### src/rtl/spi_pkg.sv
// Shared constants and types for the Manchester-coded SPI link (transmit and receive sides).
package spi_pkg;

  localparam int BITS_PER_BYTE = 8;
  localparam int FIFO_DEPTH    = 2;

  // Half-bit pairs as {first half, second half} on the data line.
  localparam logic [1:0] ONE_CODE  = 2'b10;
  localparam logic [1:0] ZERO_CODE = 2'b01;

  typedef enum logic [1:0] {
    IDLE,
    FIRST,
    SECOND,
    DISCARD
  } state_t;

endpackage

### src/rtl/rx_byte_fifo.sv
// Small valid/ready output buffer for decoded bytes; drops and flags bytes that arrive when full.
module rx_byte_fifo
  import spi_pkg::*;
#(
  parameter int WIDTH = BITS_PER_BYTE,
  parameter int DEPTH = FIFO_DEPTH
) (
  input  logic             clk,
  input  logic             rst,
  input  logic             push_i,
  input  logic [WIDTH-1:0] push_data_i,
  input  logic             ready_i,
  output logic [WIDTH-1:0] data_o,
  output logic             valid_o,
  output logic             overflow_o
);

  localparam int PTR_W = (DEPTH > 1) ? $clog2(DEPTH) : 1;
  localparam int CNT_W = $clog2(DEPTH + 1);

  logic [WIDTH-1:0] mem_q [DEPTH];
  logic [PTR_W-1:0] rd_ptr_q, wr_ptr_q;
  logic [CNT_W-1:0] count_q;
  logic             overflow_q;
  logic             full, pop, write;

  assign valid_o    = (count_q != '0);
  assign full       = (count_q == CNT_W'(DEPTH));
  assign pop        = valid_o && ready_i;
  // When full, a simultaneous pop frees the slot the new byte lands in.
  assign write      = push_i && (!full || pop);
  assign data_o     = mem_q[rd_ptr_q];
  assign overflow_o = overflow_q;

  always_ff @(posedge clk or negedge rst) begin
    if (!rst) begin
      for (int i = 0; i < DEPTH; i++) mem_q[i] <= '0;
      rd_ptr_q   <= '0;
      wr_ptr_q   <= '0;
      count_q    <= '0;
      overflow_q <= 1'b0;
    end else begin
      overflow_q <= push_i && full && !pop;
      if (write) begin
        mem_q[wr_ptr_q] <= push_data_i;
        wr_ptr_q        <= wr_ptr_q + PTR_W'(1);
      end
      if (pop) rd_ptr_q <= rd_ptr_q + PTR_W'(1);
      case ({write, pop})
        2'b10:   count_q <= count_q + CNT_W'(1);
        2'b01:   count_q <= count_q - CNT_W'(1);
        default: count_q <= count_q;
      endcase
    end
  end

endmodule

### src/rtl/spi_manchester_rx.sv
// Manchester line decoder: registered input stage, half-bit FSM and LSB-first shift register
// feeding a small output buffer; code and framing faults surface as one-cycle pulses.
module spi_manchester_rx #(
  parameter int BITS_PER_BYTE = spi_pkg::BITS_PER_BYTE,
  parameter int FIFO_DEPTH    = spi_pkg::FIFO_DEPTH
) (
  input  logic                     clk,
  input  logic                     rst,
  input  logic                     din,
  input  logic                     en_in,
  input  logic                     out_ready,
  output logic [BITS_PER_BYTE-1:0] out_data,
  output logic                     out_valid,
  output logic                     code_err,
  output logic                     frame_err,
  output logic                     overflow,
  output logic                     busy
);
  import spi_pkg::*;

  localparam int CNT_W = $clog2(BITS_PER_BYTE);
  localparam logic [CNT_W-1:0] LAST_BIT = CNT_W'(BITS_PER_BYTE - 1);

  state_t                   state_q;
  logic                     din_r_q, en_r_q, half_a_q;
  logic [CNT_W-1:0]         bit_cnt_q;
  logic [BITS_PER_BYTE-1:0] shreg_q, shreg_d;
  logic                     code_err_q, frame_err_q;
  logic [1:0]               code;
  logic                     bit_ok, push;

  always_comb begin
    code             = {half_a_q, din_r_q};
    bit_ok           = (code == ONE_CODE) || (code == ZERO_CODE);
    shreg_d          = shreg_q;
    shreg_d[bit_cnt_q] = (code == ONE_CODE);
    // The completing bit goes straight into the buffer so the byte is visible one edge later.
    push             = (state_q == SECOND) && en_r_q && bit_ok && (bit_cnt_q == LAST_BIT);
  end

  always_ff @(posedge clk or negedge rst) begin
    if (!rst) begin
      state_q     <= IDLE;
      din_r_q     <= 1'b0;
      en_r_q      <= 1'b0;
      half_a_q    <= 1'b0;
      bit_cnt_q   <= '0;
      shreg_q     <= '0;
      code_err_q  <= 1'b0;
      frame_err_q <= 1'b0;
    end else begin
      din_r_q     <= din;
      en_r_q      <= en_in;
      code_err_q  <= 1'b0;
      frame_err_q <= 1'b0;
      case (state_q)
        IDLE: begin
          bit_cnt_q <= '0;
          if (en_r_q) begin
            half_a_q <= din_r_q;
            state_q  <= SECOND;
          end
        end
        FIRST: begin
          if (!en_r_q) begin
            // Enable dropping on a byte boundary is the normal end of a frame.
            frame_err_q <= (bit_cnt_q != '0);
            bit_cnt_q   <= '0;
            shreg_q     <= '0;
            state_q     <= IDLE;
          end else begin
            half_a_q <= din_r_q;
            state_q  <= SECOND;
          end
        end
        SECOND: begin
          if (!en_r_q) begin
            frame_err_q <= 1'b1;
            bit_cnt_q   <= '0;
            shreg_q     <= '0;
            state_q     <= IDLE;
          end else if (!bit_ok) begin
            code_err_q <= 1'b1;
            bit_cnt_q  <= '0;
            shreg_q    <= '0;
            state_q    <= DISCARD;
          end else begin
            shreg_q   <= shreg_d;
            bit_cnt_q <= (bit_cnt_q == LAST_BIT) ? '0 : bit_cnt_q + CNT_W'(1);
            state_q   <= FIRST;
          end
        end
        DISCARD: begin
          if (!en_r_q) state_q <= IDLE;
        end
        default: state_q <= IDLE;
      endcase
    end
  end

  assign code_err  = code_err_q;
  assign frame_err = frame_err_q;
  assign busy      = (state_q != IDLE);

  rx_byte_fifo #(
    .WIDTH(BITS_PER_BYTE),
    .DEPTH(FIFO_DEPTH)
  ) u_fifo (
    .clk        (clk),
    .rst        (rst),
    .push_i     (push),
    .push_data_i(shreg_d),
    .ready_i    (out_ready),
    .data_o     (out_data),
    .valid_o    (out_valid),
    .overflow_o (overflow)
  );

endmodule
### config.mk
export PLATFORM = sky130hd
export DESIGN_NAME = spi_manchester_rx
export DESIGN_NICKNAME = d
export VERILOG_FILES = /design/src/rtl/spi_pkg.sv /design/src/rtl/rx_byte_fifo.sv /design/src/rtl/spi_manchester_rx.sv
export SDC_FILE = /design/constraint.sdc
export NUM_CORES = 1
export LEC_CHECK = 0
export ABC_AREA = 1
export ABC_CLOCK_PERIOD_IN_PS = 1700
export BUFFER_PORTS_ARGS = -buffer_cell sky130_fd_sc_hd__buf_2
export CAP_MARGIN = 20
export CORE_AREA = 3 3 88 65
export DETAILED_ROUTE_END_ITERATION = 12
export DIE_AREA = 0 0 91 68
export PLACE_DENSITY_LB_ADDON = 0.15
export SYNTH_ARGS = -nofsm -noshare
export SYNTH_HDL_FRONTEND = slang
export SYNTH_SLANG_ARGS = --single-unit
### constraint.sdc
create_clock -name clk -period 1.7 [get_ports clk]
set_input_delay 0 -clock clk [delete_from_list [all_inputs] [get_ports clk]]
set_output_delay 0 -clock clk [all_outputs]
set_load 0.01 [all_outputs]
Word-level counts from Yosys, hierarchy flattened
Cells that the tools add are included.
Widths: inputs -> output; s select.
- register bits after elaboration: 39
- input port bits: 5
- output and inout bits: 13
- word-level logic and storage cells: 94
- add/subtract/negate cells: 5
- order comparisons: 5
- equality and inequality tests: 12
- mux-type cells: 31
- bitwise logic cells: 2
- reductions and logical operators: 25
- operator list (cell ; number):
    $mux 8 ; 7
    $bwmux 16 ; 1
    $pmux 8 s2 ; 1
    $mux 3 ; 4
    $eq 2x2->1 const B ; 5
    $mux 2 ; 5
    $logic_and 1x1->1 ; 9
    $pmux 3 s3 ; 1
    $bwmux 8 ; 1
    $demux 8 s1 ; 1
    $pmux 2 s4 ; 1
    $reduce_and 2->1 ; 4
    $reduce_bool 2->1 ; 4
    $eq 2x1->1 const B ; 3
    $mux 1 ; 6
    $ne 2x2->1 const B ; 3
    $reduce_bool 3->1 ; 2
    $ge 2x2->1 const B ; 2
    $lt 3x4->1 const B ; 1
    $not 1->2 ; 2
    $pmux 2 s2 ; 1
    $add 3x1->3 const B ; 1
    $demux 1 s3 ; 1
    $eq 3x3->1 const B ; 1
    other kinds (10) ; 13

Depth between registers and ports, before layout
- word-level depth: 8
- depth in mapped cells: 10

Modules after synthesis
From an unflattened synthesis, not the netlist that was laid out.
- cell total of the unflattened synthesis: 256
- area total of the unflattened synthesis: 2115.8 µm²
- modules (own cells, without submodules) (module ; times used ; cells an instance ; area each (µm²)):
    spi_manchester_rx ; 1 ; 139 ; 1077.3
    rx_byte_fifo ; 1 ; 117 ; 1038.5

Worst setup path after synthesis
Ideal clock, no wire load.
- path kind: reg-to-reg
- from: reg half_a_q
- to: reg u_fifo.mem_q[10] (netlist bit)
- arrival: 1403 ps
- data required time: 1574 ps
- setup slack: 171 ps
- stages on the path, launching flop included: 9
- period minus slack after synthesis: 1529 ps
- cell sequence: dfrtp_1 ha_1 inv_1 nand3_4 nor2_4 nand2_4 nor2_8 buf_6 o21ai_0
- longest elaborated chain between the ends: 5
- elaborated cells between the ends (all ways): 8
- those cells by class: 2 x eq/ne; 2 x mux; 4 x reduce/logical
- RTL lines (item ; line ; RTL):
    start: declaration ; spi_manchester_rx.sv:25 ; logic din_r_q, en_r_q, half_a_q;
    start signal: assignment ; spi_manchester_rx.sv:60 ; half_a_q <= din_r_q;
    start signal: assignment ; spi_manchester_rx.sv:72 ; half_a_q <= din_r_q;
    $eq 2x2->1 or $eq 2x1->1 (tied branches) ; spi_manchester_rx.sv:34, spi_manchester_rx.sv:36 ;
    $logic_or 1x1->1 ; spi_manchester_rx.sv:34 ; bit_ok = (code == ONE_CODE) || (code == ZERO_CODE);
    $logic_and 1x1->1 (2 in series) ; spi_manchester_rx.sv:38 ; push = (state_q == SECOND) && en_r_q && bit_ok && (bit_cnt_q == LAST_BIT);
    $logic_and 1x1->1 ; rx_byte_fifo.sv:31 ; assign write = push_i && (!full || pop);
    end signal: indexed assignment ; rx_byte_fifo.sv:45 ; mem_q[wr_ptr_q] <= push_data_i;
    end: declaration ; rx_byte_fifo.sv:21 ; logic [WIDTH-1:0] mem_q [DEPTH];
Several ways; a longest one is shown, not always the timed one.
A chain may end at the register's enable or synchronous reset.

Worst setup path in the final report
- from: reg din_r_q
- to: reg u_fifo.mem_q[1] (netlist bit)
- longest elaborated chain between the ends: 5
- elaborated cells between the ends (all ways): 8
- those cells by class: 2 x eq/ne; 2 x mux; 4 x reduce/logical
- RTL lines (item ; line ; RTL):
    start: declaration ; spi_manchester_rx.sv:25 ;
    start signal: assignment ; spi_manchester_rx.sv:52 ; din_r_q <= din;
    $eq 2x2->1 or $eq 2x1->1 (tied branches) ; spi_manchester_rx.sv:34, spi_manchester_rx.sv:36 ;
    $logic_or 1x1->1 ; spi_manchester_rx.sv:34 ;
    $logic_and 1x1->1 (2 in series) ; spi_manchester_rx.sv:38 ;
    $logic_and 1x1->1 ; rx_byte_fifo.sv:31 ;
Several ways; a longest one is shown, not always the timed one.

==> results.yml <==
status:
  status: "finished clean"
global_route:
  grt_pass1_wl_um: 6870
  antenna_found_initial: 0
  gr-usage-met1_pct: 22.7
  use_met2_pct: 18.0
  grt_max_degree: 40
  grt_usage_pct: 14.4
  gr-total-overflow: 0
  first_global_vias: 1402
  grt-busiest-layer: "met1"
  grtUsageMet3_pct: 3.96
power_and_ir_drop:
  p_leak_nw: 1.24
  p_per_area_nw_per_um2: 1110
  ir_drop_v: 0.000546
  total_power_mw: 2.64
synthesis:
  synthesis.area_per_instance_um2: 8.25
  yosys.cell_types.count: 23
  synth_fp_nets: 251
  netlist_instances: 238
  ys_seq_area_share_pct: 49.7
  synthesis.area_um2: 1960
  async_flop_share_pct: 100
  synthFlopType: "dfrtp_1"
  ys_ff_latch: 39
  yosysWarnings: 0
  synth_edf_count: 0
worst_setup_path:
  r2r_slack_ns: 0.08
  cp.arrival_ns: 1.80
  reg2reg_depth: 9
  crit_path_end_kind: "register"
  cp-start-kind: "register"
  crit_fanout: 5
  cp.required_ns: 1.88
  worstSetupPathType: "reg -> reg"
sta:
  setup_ws_ns: 0.0770
  fmax_mhz: 616
  hold_viol_final: 0
  setup_viol: 0
  worstMarginPinSlew_ns: 0.507
  worst_clock_skew_ns: 0.00887
  period_share_pct: 95.5
  slew_viol_final: 0
  fin_crit_ns: 1.62
  grt_setup_unrepaired: "false"
  maxSlewHeadroom_pct: 66.2
  fin_setup_tns_ns: 0
detailed_routing:
  dr.pass1.iters: 4
  drt_iter0_markers: 75
  drtAntennaViolNets: 0
  drc: 0
  wl_um: 4100
  wl_per_cell_um: 11.8
  via_per_inst: 4.49
  vias: 1554
die:
  io_pins: 18
  die-area_um2: 6190
  start_util_pct: 40.6
  coreArea_um2: 4830
  die_height_um: 68
  die_w_um: 91
  fp-row-count: 21
job:
  drv_cap: 0
cells_and_area:
  layout_common_cells: "nand2_1, dfrtp_1, o21ai_0"
  fin_util_pct: 49.2
  fin_area_um2: 2380
  nNetsFinal: 289
  antenna_cells: 0
  area_growth_pct: 21.1
  final_common_cell: "nand2_1"
  drive_gt1_share_pct: 19.9
cts:
  worst_skew_pair.late_latency_ns: 0.30
  clock_path_buffers: 2
  cts.sinks: 39
  clkTransAtPathRegs_ns: 0.08
  htreeDepth: 2
  clockRootBuffer: "clkbuf_8"
  cts_tree: "done"
  cts_buffers: 5
hold_path:
  min_path_cells: 5
  holdCritPathClass: "in -> reg"
place:
  dp_hpwl_um: 2880
  place_congestion: 0.808
  dpl_cell_area_um2: 2180
  io_buffer_count: 17
  pre_cts_ws_ns: 0.0407
-- kinds of logic after synthesis --
family                     synth area share, %
AOI/OAI and AO/OA                         11.5
xor gates and xnor gates                 0.446
adders and majority gates                 5.10
buffers and inverters                     7.07
DFF                                       49.7
and+or+nand+nor                           26.2
-- flip-flops by register name (all words and copies together), names as in the netlist --
signal / cells
half_a_q: 1
shreg_q: 8
u_fifo.mem_q: 16
u_fifo.wr_ptr_q: 1
bit_cnt_q: 3
frame_err: 1
din_r_q: 1
u_fifo.overflow_o: 1
state_q: 2
code_err: 1
en_r_q: 1
u_fifo.count_q: 2
u_fifo.rd_ptr_q: 1
-- cells in the mapped netlist, types with 2 or more instances --
| cell type | instances | area [µm²] |
|---|---|---|
| nand3_1 | 12 | 60.1 |
| nand2_1 | 78 | 293 |
| o21ai_2 | 2 | 17.5 |
| nor2_1 | 13 | 48.8 |
| ha_1 | 8 | 100 |
| nand2_2 | 3 | 18.8 |
| a21oi_1 | 2 | 10.0 |
| inv_1 | 30 | 113 |
| nor2_4 | 3 | 33.8 |
| clkbuf_1 | 2 | 7.51 |
| o21ai_0 | 35 | 175 |
| dfrtp_1 | 39 | 976 |
-- where the power goes --
group	total, mW	internal [mW]	switching (mW)
clock network	0.617	0.287	0.331
logic	0.901	0.344	0.557
registers	1.13	1.01	0.116
-- metal layers --
metal | part of all wire, % | vias to the layer above
met3 | 5.8 | 8
met4 | 1.6 | 0
met1 | 55 | 681
li1 | - | 838
met2 | 38 | 27
met5 | 0 | -
-- cell type report --
class | count | area, µm²
fill | 475 | 2460
sequential | 39 | 976
multi-input combinational | 167 | 906
timing repair buffer | 33 | 213
inverter | 30 | 113
tap | 69 | 86.3
clock buffer | 6 | 72.6
clock inverter | 2 | 12.5
-- path summary, 6_finish.rpt --
kind,to,startpoint
max in group asynchronous,shreg_q[1]$_DFFE_PN0P_,rst
worst max register to register,u_fifo.mem_q[1]$_DFFE_PN0P_,din_r_q$_DFF_PN0_
worst max-delay path,u_fifo.mem_q[1]$_DFFE_PN0P_,din_r_q$_DFF_PN0_
min in group asynchronous,u_fifo.count_q[0]$_DFFE_PN0P_,rst
worst min register to register,shreg_q[4]$_DFFE_PN0P_,shreg_q[4]$_DFFE_PN0P_
worst min-delay path,u_fifo.count_q[1]$_DFFE_PN0P_,out_ready
-- timing repair --
item                                    4_1_cts  5_1_grt
setup buffers                                 0        4
gates resized for setup                       0        9
endpoints found under the hold margin        41        0
endpoints found under the setup margin        0       18
hold buffers                                  3        0
-- critical path, stage by stage (launching register included) --
cell	delay [ns]
dfrtp_1	0.37
inv_2	0.07
ha_4	0.21
inv_2	0.07
nand3_4	0.09
nor2_4	0.21
buf_4	0.15
nand2_4	0.05
o21ai_0	0.20
nand2_1	0.07
-- per-stage QoR --
stage               cells  hold slack (ns)
floorplan             238           -0.296
global placement      329           0.0919
detailed placement    329           0.0910
CTS                   340           0.0217
global route          346           0.0838
finish                346           0.0234
(Power assumes the default switching activity.)
